**src/rtl/arb_pkg.sv**
```systemverilog
// Shared types and helpers for the shared-bus arbiter.
// States, the high-priority index and a one-hot helper.
package arb_pkg;

    typedef enum logic [1:0] {
        IDLE,
        GRANT_HP,
        GRANT_LP
    } arb_state_e;

    localparam int HP_IDX   = 0;
    localparam int ONEHOT_W = 32;

    function automatic logic [ONEHOT_W-1:0] onehot(input int idx);
        return ONEHOT_W'(1) << idx;
    endfunction

endpackage

```
**src/rtl/shared_bus_arbiter_if.sv**
```systemverilog
// Request/grant bundle between the requesting modules and the shared-bus arbiter.
// master = requester side, slave = arbiter side.
interface shared_bus_arbiter_if #(
    parameter int N  = 3,
    parameter int CW = 8
);
    localparam int IW = (N > 1) ? $clog2(N) : 1;

    logic [N-1:0]  req;
    logic [N-1:0]  done;
    logic [N-1:0]  grant;
    logic [IW-1:0] owner;
    logic          busy;
    logic [CW-1:0] preempt_cnt;
    logic          wd_err;
    logic [IW-1:0] wd_id;

    modport master (
        output req, done,
        input  grant, owner, busy, preempt_cnt, wd_err, wd_id
    );

    modport slave (
        input  req, done,
        output grant, owner, busy, preempt_cnt, wd_err, wd_id
    );
endinterface

```
**src/rtl/rr_picker.sv**
```systemverilog
// Rotating priority encoder over the low-priority requesters 1..N-1.
// Searches last_lp+1 upward, wrapping back to 1; last_lp itself is checked last.
module rr_picker #(
    parameter int N  = 3,
    parameter int IW = 2
) (
    input  logic [N-1:1]  lp_req,
    input  logic [IW-1:0] last_lp,
    output logic [IW-1:0] winner,
    output logic          valid
);

    always_comb begin
        winner = '0;
        valid  = 1'b0;
        // walk from the farthest offset down so the nearest requester wins
        for (int i = N - 1; i >= 1; i--) begin
            if (lp_req[((int'(last_lp) - 1 + i) % (N - 1)) + 1]) begin
                winner = IW'(((int'(last_lp) - 1 + i) % (N - 1)) + 1);
                valid  = 1'b1;
            end
        end
    end

endmodule

```
**src/rtl/shared_bus_arbiter.sv**
```systemverilog
// Shared bus arbiter: module 0 preempts, modules 1..N-1 share round-robin with a time quantum.
// Optional hold watchdog is built when ARB_WATCHDOG_EN is defined.
//
// state    | meaning
// IDLE     | no grant, arbitrate every edge
// GRANT_HP | module 0 owns the bus until done[0]
// GRANT_LP | LP module owns the bus; quantum and preemption apply
module shared_bus_arbiter
    import arb_pkg::*;
#(
    parameter int N        = 3,
    parameter int QUANTUM  = 4,
    parameter int CW       = 8,
    parameter int WD_LIMIT = 16
) (
    input  logic                 clk,
    input  logic                 reset_n,
    shared_bus_arbiter_if.slave  bus
);

    localparam int            IW     = (N > 1) ? $clog2(N) : 1;
    localparam int            SW     = $clog2(QUANTUM + 1);
    localparam logic [CW-1:0] PC_MAX = '1;

    if (N < 2 || QUANTUM < 1 || WD_LIMIT < 1) begin : g_param_check
        $error("shared_bus_arbiter: invalid parameter set");
    end

    arb_state_e    state_q, state_d;
    logic [IW-1:0] owner_q, owner_d;
    logic [IW-1:0] last_q, last_d;
    logic [IW-1:0] rid_q, rid_d;
    logic          rvld_q, rvld_d;
    logic [SW-1:0] slice_q, slice_d;
    logic [CW-1:0] pcnt_q, pcnt_d;
    logic [N-1:0]  grant_q;
    logic          busy_q;

    logic          wd_fire;
    logic          excl_owner;
    logic          do_arb;
    logic          new_grant;
    logic [N-1:0]  owner_oh;
    logic [N-1:0]  arb_mask;
    logic [IW-1:0] rr_base;
    logic [IW-1:0] pick;
    logic          pick_vld;

    // A releasing LP owner becomes the RR pointer so it goes to the back of the line;
    // the owner is masked out when it must not win this edge (quantum or watchdog).
    assign owner_oh   = N'(onehot(int'(owner_q)));
    assign rr_base    = (state_q == GRANT_LP) ? owner_q : last_q;
    assign excl_owner = wd_fire || (state_q == GRANT_LP && !bus.done[owner_q]);
    assign arb_mask   = excl_owner ? (bus.req & ~owner_oh) : bus.req;

    rr_picker #(.N(N), .IW(IW)) u_rr_picker (
        .lp_req  (arb_mask[N-1:1]),
        .last_lp (rr_base),
        .winner  (pick),
        .valid   (pick_vld)
    );

    always_comb begin
        state_d   = state_q;
        owner_d   = owner_q;
        last_d    = last_q;
        rid_d     = rid_q;
        rvld_d    = rvld_q;
        slice_d   = slice_q;
        pcnt_d    = pcnt_q;
        do_arb    = 1'b0;
        new_grant = 1'b0;

        case (state_q)
            IDLE:     do_arb = 1'b1;
            GRANT_HP: do_arb = bus.done[HP_IDX] || wd_fire;
            GRANT_LP: begin
                if (bus.done[owner_q] || wd_fire) begin
                    do_arb = 1'b1;
                end else if (bus.req[HP_IDX]) begin
                    state_d   = GRANT_HP;
                    owner_d   = '0;
                    rid_d     = owner_q;
                    rvld_d    = 1'b1;
                    new_grant = 1'b1;
                    if (pcnt_q != PC_MAX) pcnt_d = pcnt_q + 1'b1;
                end else if (slice_q == SW'(QUANTUM)) begin
                    if (pick_vld) begin
                        owner_d   = pick;
                        last_d    = pick;
                        new_grant = 1'b1;
                    end else begin
                        slice_d = SW'(1);
                    end
                end else begin
                    slice_d = slice_q + 1'b1;
                end
            end
            default:  do_arb = 1'b1;
        endcase

        if (do_arb) begin
            if (arb_mask[HP_IDX]) begin
                state_d   = GRANT_HP;
                owner_d   = '0;
                new_grant = 1'b1;
            end else if (rvld_q && arb_mask[rid_q]) begin
                state_d   = GRANT_LP;
                owner_d   = rid_q;
                rvld_d    = 1'b0;
                new_grant = 1'b1;
            end else if (pick_vld) begin
                state_d   = GRANT_LP;
                owner_d   = pick;
                last_d    = pick;
                new_grant = 1'b1;
            end else begin
                state_d = IDLE;
                owner_d = '0;
            end
        end

        if (new_grant) slice_d = SW'(1);
    end

    always_ff @(posedge clk or negedge reset_n) begin
        if (!reset_n) begin
            state_q <= IDLE;
            owner_q <= '0;
            last_q  <= IW'(N - 1);
            rid_q   <= '0;
            rvld_q  <= 1'b0;
            slice_q <= '0;
            pcnt_q  <= '0;
            grant_q <= '0;
            busy_q  <= 1'b0;
        end else begin
            state_q <= state_d;
            owner_q <= owner_d;
            last_q  <= last_d;
            rid_q   <= rid_d;
            rvld_q  <= rvld_d;
            slice_q <= slice_d;
            pcnt_q  <= pcnt_d;
            grant_q <= (state_d == IDLE) ? '0 : N'(onehot(int'(owner_d)));
            busy_q  <= (state_d != IDLE);
        end
    end

    assign bus.grant       = grant_q;
    assign bus.owner       = owner_q;
    assign bus.busy        = busy_q;
    assign bus.preempt_cnt = pcnt_q;

`ifdef ARB_WATCHDOG_EN
    localparam int HW = $clog2(WD_LIMIT + 1);

    logic [HW-1:0] hold_q, hold_d;
    logic          wd_err_q;
    logic [IW-1:0] wd_id_q;

    // a quantum restart keeps the same owner, so the hold count keeps running
    assign wd_fire = (state_q != IDLE) && !bus.done[owner_q] && (hold_q == HW'(WD_LIMIT));

    always_comb begin
        hold_d = hold_q + 1'b1;
        if (new_grant)             hold_d = HW'(1);
        else if (state_d == IDLE)  hold_d = '0;
    end

    always_ff @(posedge clk or negedge reset_n) begin
        if (!reset_n) begin
            hold_q   <= '0;
            wd_err_q <= 1'b0;
            wd_id_q  <= '0;
        end else begin
            hold_q   <= hold_d;
            wd_err_q <= wd_fire;
            if (wd_fire) wd_id_q <= owner_q;
        end
    end

    assign bus.wd_err = wd_err_q;
    assign bus.wd_id  = wd_id_q;
`else
    assign wd_fire    = 1'b0;
    assign bus.wd_err = 1'b0;
    assign bus.wd_id  = '0;
`endif

endmodule
```
**src/flat_wrapper.sv**
```systemverilog
// flat-port wrapper written by rule: the top's interface ports become plain ports
module shared_bus_arbiter_flat import arb_pkg::*;
#(
    parameter int N        = 3,
    parameter int QUANTUM  = 4,
    parameter int CW       = 8,
    parameter int WD_LIMIT = 16
)
  (clk, reset_n, bus_req, bus_done, bus_grant, bus_owner, bus_busy, bus_preempt_cnt, bus_wd_err, bus_wd_id);
  shared_bus_arbiter_if #(.N(N), .CW(CW)) bus_i ();
  input  logic clk;
  input  logic reset_n;
  input wire logic [$bits(bus_i.req)-1:0] bus_req;
  input wire logic [$bits(bus_i.done)-1:0] bus_done;
  output wire logic [$bits(bus_i.grant)-1:0] bus_grant;
  output wire logic [$bits(bus_i.owner)-1:0] bus_owner;
  output wire logic [$bits(bus_i.busy)-1:0] bus_busy;
  output wire logic [$bits(bus_i.preempt_cnt)-1:0] bus_preempt_cnt;
  output wire logic [$bits(bus_i.wd_err)-1:0] bus_wd_err;
  output wire logic [$bits(bus_i.wd_id)-1:0] bus_wd_id;
  assign bus_i.req = bus_req;
  assign bus_i.done = bus_done;
  assign bus_grant = bus_i.grant;
  assign bus_owner = bus_i.owner;
  assign bus_busy = bus_i.busy;
  assign bus_preempt_cnt = bus_i.preempt_cnt;
  assign bus_wd_err = bus_i.wd_err;
  assign bus_wd_id = bus_i.wd_id;
  shared_bus_arbiter #(.N(N), .QUANTUM(QUANTUM), .CW(CW), .WD_LIMIT(WD_LIMIT)) u_core (.clk(clk), .reset_n(reset_n), .bus(bus_i));
endmodule
```
**config.mk**
```make
export PLATFORM = sky130hd
export DESIGN_NAME = shared_bus_arbiter_flat
export DESIGN_NICKNAME = d
export VERILOG_FILES = /design/src/rtl/arb_pkg.sv /design/src/rtl/shared_bus_arbiter_if.sv /design/src/rtl/rr_picker.sv /design/src/rtl/shared_bus_arbiter.sv /design/src/flat_wrapper.sv
export SDC_FILE = /design/constraint.sdc
export NUM_CORES = 1
export LEC_CHECK = 0
export ABC_CLOCK_PERIOD_IN_PS = 4650
export BUFFER_PORTS_ARGS = -buffer_cell sky130_fd_sc_hd__buf_4
export CAP_MARGIN = 20
export CORE_UTILIZATION = 55
export CTS_CLUSTER_SIZE = 24
export DETAILED_ROUTE_END_ITERATION = 16
export PLACE_DENSITY = 0.78
export SYNTH_ARGS = -nofsm -noshare
export SYNTH_HDL_FRONTEND = slang
export SYNTH_HIERARCHICAL = 1
export SYNTH_SLANG_ARGS = --single-unit
```
**constraint.sdc**
```tcl
create_clock -name clk -period 4.65 [get_ports clk]
set_input_delay 0.465 -clock clk [delete_from_list [all_inputs] [get_ports clk]]
set_output_delay 0.465 -clock clk [all_outputs]
set_load 0.02 [all_outputs]
```
==> Word level (Yosys, flattened, before mapping) <==
Cells that the tools add are included.
{ "word_totals": {"register_bits": 24, "output_inout_bits": 17, "wordCells": 108} }
{ "op_classes": {"add_sub_neg": 7, "order_cmp": 4, "eq_ne": 7, "shift": 2, "mux": 65, "bitwise": 5, "reduce_logical": 9} }
{ "op_table": {"columns": ["cell", "n"], "rows": [
  ["32-bit by 4-bit < comparator with 1-bit output (second input constant)", 2],
  ["2-bit 2-to-1 mux", 28],
  ["32-bit by 2-bit adder with 32-bit output (second input constant)", 1],
  ["32-bit by 3-bit adder with 32-bit output (second input constant)", 1],
  ["1-bit 2-to-1 mux", 24],
  ["3-bit 2-to-1 mux", 8],
  ["8-bit by 1-bit adder with 8-bit output (second input constant)", 1],
  ["1-bit binary-select mux with 2-bit select", 4],
  ["8-bit != test (second input constant)", 1],
  ["4-bit AND reduction", 2],
  ["2-bit by 2-bit adder with 3-bit output (second input constant)", 2],
  ["2-bit by 3-bit < comparator with 1-bit output (second input constant)", 2],
  ["1-bit by 2-bit left shift with 3-bit output (first input constant)", 2],
  ["2-bit by 1-bit != test with 1-bit output (second input constant)", 2],
  ["2-bit nonzero test", 2],
  ["3-bit by 1-bit adder with 3-bit output (second input constant)", 1],
  ["3-bit bitwise AND", 1],
  ["3-bit == test (second input constant)", 1],
  ["3-bit by 2-bit != test with 1-bit output (second input constant)", 1],
  ["3-bit inverter", 1],
  ["3-bit AND reduction", 1],
  ["2-bit by 1-bit subtractor with 3-bit output (second input constant)", 1],
  ["1-bit bitwise AND", 2],
  ["2-bit by 1-bit == test with 1-bit output (second input constant)", 1],
  ["other kinds (6)", 7]
]} }

==> Longest topological paths before layout <==
{ "logic_depth": {"ltp_word": 22, "mapped_depth": 11, "mapped_depth_nobuf": 10} }

==> Hierarchy <==
The synthesis kept the hierarchy.
{ "modules_own_cells": {"columns": ["module", "instances", "cells_per_inst", "area_each_um2", "seq_area_each_um2"], "rows": [
  ["shared_bus_arbiter", 1, 141, 1500.2, 601.8],
  ["rr_picker", 1, 4, 25.0, 0.0]
]} }

==> Worst setup path after synthesis <==
No wires, ideal clock.
{ "synth_path": {"kind": "reg-to-reg", "start": "register u_core.state_q[0]", "end": "register u_core.grant_q[2], in the netlist u_core/bus.grant[2]", "t_arrival_ns": 2.331, "slack_ns": 2.253, "path_stages_with_launch": 12, "period_less_slack_ns": 2.397, "path_cell_list": "dfrtp_1 inv_1 ha_1 buf_2 and4bb_1 nor2b_1 or2_1 a31oi_1 a21o_1 a32o_1 a221oi_1 o211a_1"} }
{ "synth_lines": {"columns": ["element", "line_no", "text"], "rows": [
  ["from (decl)", "shared_bus_arbiter.sv:29", "arb_state_e state_q, state_d;"],
  ["from (signal assigned)", "shared_bus_arbiter.sv:138", "state_q <= state_d;"],
  ["2-bit == test (*)", "shared_bus_arbiter.sv:53", "assign excl_owner = wd_fire || (state_q == GRANT_LP && !bus.done[owner_q]);"],
  ["1-bit logical AND (*)", "shared_bus_arbiter.sv:53", null],
  ["3-bit 2-to-1 mux (*)", "shared_bus_arbiter.sv:54", "assign arb_mask = excl_owner ? (bus.req & ~owner_oh) : bus.req;"],
  ["net u_core.arb_mask[2]", "shared_bus_arbiter.sv:44", "logic [N-1:0] arb_mask;"],
  ["1-bit binary-select mux with 2-bit select", "rr_picker.sv:18", "if (lp_req[((int'(last_lp) - 1 + i) % (N - 1)) + 1]) begin"],
  ["1-bit 2-to-1 mux (not written as such) (2 in a row)", "rr_picker.sv:18", null],
  ["1-bit 2-to-1 mux", "rr_picker.sv:18", null],
  ["1-bit 2-to-1 mux (*)", "rr_picker.sv:18", null],
  ["net u_core.pick_vld", "shared_bus_arbiter.sv:47", "logic pick_vld;"],
  ["2-bit 2-to-1 mux", "shared_bus_arbiter.sv:88", "if (pick_vld) begin"],
  ["2-bit 2-to-1 mux", "shared_bus_arbiter.sv:87", "end else if (slice_q == SW'(QUANTUM)) begin"],
  ["2-bit 2-to-1 mux", "shared_bus_arbiter.sv:80", "end else if (bus.req[HP_IDX]) begin"],
  ["2-bit 2-to-1 mux", "shared_bus_arbiter.sv:78", "if (bus.done[owner_q] || wd_fire) begin"],
  ["2-bit 2-to-1 mux", "shared_bus_arbiter.sv:74", "case (state_q)"],
  ["2-bit 2-to-1 mux", "shared_bus_arbiter.sv:102", "if (do_arb) begin"],
  ["1-bit by 2-bit left shift with 3-bit output", "arb_pkg.sv:15", "return ONEHOT_W'(1) << idx;"],
  ["3-bit 2-to-1 mux (*)", "shared_bus_arbiter.sv:145", "grant_q <= (state_d == IDLE) ? '0 : N'(onehot(int'(owner_d)));"],
  ["to (signal assigned)", "shared_bus_arbiter.sv:145", null],
  ["to (decl)", "shared_bus_arbiter.sv:36", "logic [N-1:0] grant_q;"]
]} }
The timed path passes the listed nets; every way through them passes the cells marked *. The select of a mux whose other input is x is not followed.
A chain may end at the register's enable or synchronous reset.

==> Worst setup path in the final report <==
Ends and elaborated chain as after synthesis.

==> results.md <==
- Yosys warnings: 6
- Avg Cell Area, Syn: 10.4 um2
- Final WL: 3.01 mm
- Pint: 0.492 mW
- WP data required: 4910 ps
- Routed vias/inst: 5.92
- Share of power burned in the clock network: 10.4%
- GRT Total Usage: 25.0%
- Utilization after layout: 66.5%
- Die Span Y: 53.8 um
- Sw Share: 43.5%
- Clock buffers created by TritonCTS: 3
- HP Class: input port to asynchronous set/reset pin
- Die area: 2900 um2
- H-tree depth: 1
- Worst setup EP type: register
- Port Buffers: 21
- Fillers: 216
- Vias: 1142
- Final setup viols: 0
- Period utilisation layout: 58.5%
- Total negative slack: 0 ps
- VDD IR max: 0.396 mV
- Crit path largest cell delay: 410 ps
- CTS tree: yes
- Combinational Power Share: 52.0%
- Sequential power share: 37.7%
- Initial antenna violation count: 0
- Clock sink total: 23
- Actual slew at the worst max-slew pin: 634 ps
- Crit-path max FO: 9
- Clk slew on worst S/H paths: 120 ps
- Antenna diodes: 0
- Mapped Area: 1480 um2
- TritonRoute pass-1 iters: 4
- Critical Path, Cell by Cell: inv_1, ha_1, and4bb_1, nor2b_1, or2_1, a31oi_1, a21o_1, a32o_1, a221oi_1, o211a_1
- Post_cts resized: 0
- Dpl cell area: 1640 um2
- RePlAce Congestion: 0.899
- Maximum Capacitance Violations: 0
- Peak Freq: 368 MHz
- CTS root buffer: clkbuf_4
- Min cycle time layout: 2720 ps
- First-pass GRT wire length: 5.11 mm
- Slew margin rel.: 57.7%
- Worst Path Arrival: 2980 ps
- Pin count of the biggest net entering global routing: 24
- Worst setup SP type: register
- RSZ-0062 raised after global routing: no
- Post-CTS setup buffer count: 0
- Sw Pwr: 0.379 mW
- # IOs: 25
- Clock Latency Late Sink: 310 ps
- Clock Skew: 7.34 ps
- Initial Util: 59.1%
- Outcome: complete, no violations
- Crit Path Category: register to register
- Hold Buf Count CTS: 0
- Post-place setup slack: 2000 ps
- FF-to-FF path depth: 10
- Post-route ant nets: 0
- P_leak: 0.778 nW
- Setup ws final: 1930 ps
- Cells after synthesis: 142
- Max-slew violation count: 0
- Number of global-route vias before repair: 1119
- Final net count: 177
- Die width: 53.8 um
- Area of the core: 2500 um2
- Drc violations: 0
- Pwr dens: 524 nW/um2
- Area grow syn2layout: 12.5%
- Core Rows: 18
- CTS Buffer Depth: 2
- Layout cells sized above 1: 23.9%
- Gr ovfl total: 0
- WL/cell: 15.6 um
- Initial DRC count: 30
- Post-DP HPWL: 2.32 mm
- Slowest CP cell: dfrtp_1
- Final instance area: 1660 um2
- Final Hold Fails: 0
- Hold WS: 18.6 ps
## metrics by stage
stage,power [mW],instances
final,0.870,193
after global routing,0.938,193
after CTS,0.877,193
after detailed placement,0.783,189
after global placement,0.766,189
after floorplan,0.653,144
## layout make-up
| class | count | area [um2] | share of cell area [%] |
|---|---|---|---|
| multi-input combinational | 104 | 823 | 49.5 |
| sequential | 23 | 576 | 34.6 |
| timing repair buffer | 21 | 158 | 9.49 |
| inverter | 11 | 41.3 | 2.48 |
| tap | 30 | 37.5 | 2.26 |
| clock buffer | 4 | 26.3 | 1.58 |
## path summary, 6_finish.rpt
kind,from,end,slack [ps]
setup reg to reg,u_core/state_q[0]$_DFF_PN0_,u_core/bus.grant[2]$_DFF_PN0_,1930
hold reg to reg,u_core/last_q[0]$_DFF_PN0_,u_core/last_q[0]$_DFF_PN0_,540
setup / recovery,u_core/state_q[0]$_DFF_PN0_,u_core/bus.grant[2]$_DFF_PN0_,1930
min in group clk,u_core/last_q[0]$_DFF_PN0_,u_core/last_q[0]$_DFF_PN0_,540
max in group asynchronous,reset_n,u_core/rid_q[1]$_DFFE_PN0P_,4400
hold / removal,reset_n,u_core/state_q[0]$_DFF_PN0_,20
## layer usage
metal | up-vias | GRT usage (%) | share of wire, %
met2 | 42 | 42.4 | 49
met3 | 10 | 2.82 | 5.3
met1 | 537 | 31.2 | 43
met5 | - | 0 | 0
met4 | 0 | 12.7 | 2.7
li1 | 553 | - | -
## power by group through the flow
| stage | clock (mW) | sequential (mW) | combinational, mW |
|---|---|---|---|
| 5_1_grt | 0.0990 | 0.338 | 0.501 |
| 4_1_cts | 0.0940 | 0.329 | 0.455 |
| 2_1_floorplan | 0 | 0.344 | 0.309 |
| 6_report | 0.0902 | 0.328 | 0.452 |
| 3_3_place_gp | 0 | 0.327 | 0.439 |
| 3_5_place_dp | 0 | 0.332 | 0.451 |
## registers in the layout, indices dropped and copies added, names as in the netlist
name,flops
u_core/bus.busy,1
u_core/rvld_q,1
u_core/bus.owner,2
u_core/rid_q,2
u_core/state_q,2
u_core/slice_q,3
u_core/bus.grant,3
u_core/bus.preempt_cnt,8
u_core/last_q,1
## worst max-delay path: cells and delay by family (launching register included)
kind	cells	cell delay, ps
buf+inv	1	60
fa+ha+maj	1	320
compound gates	5	1140
simple gates	3	750
flops	1	410
## placed cells by master, fill, tap and decap left out, drive strengths merged, types with 2 or more instances in the layout
cell type and count:
o211ai 3, or2 2, o21ai 6, nor3b 2, nor4 3, a21o 2
nand3 3, inv 11, clkbuf 4, and4bb 2, nand4b 2, buf 21
and2 3, a21oi 2, dfrtp 23, nor2b 2, nand2 11, and4 3
nor2 6, ha 5, o32ai 2, and3 2, conb 3, o211a 3
mux2 6, a21boi 3, xnor2 6, a31oi 3, nand2b 5
Note: power is estimated with default switching activity, not from simulation.
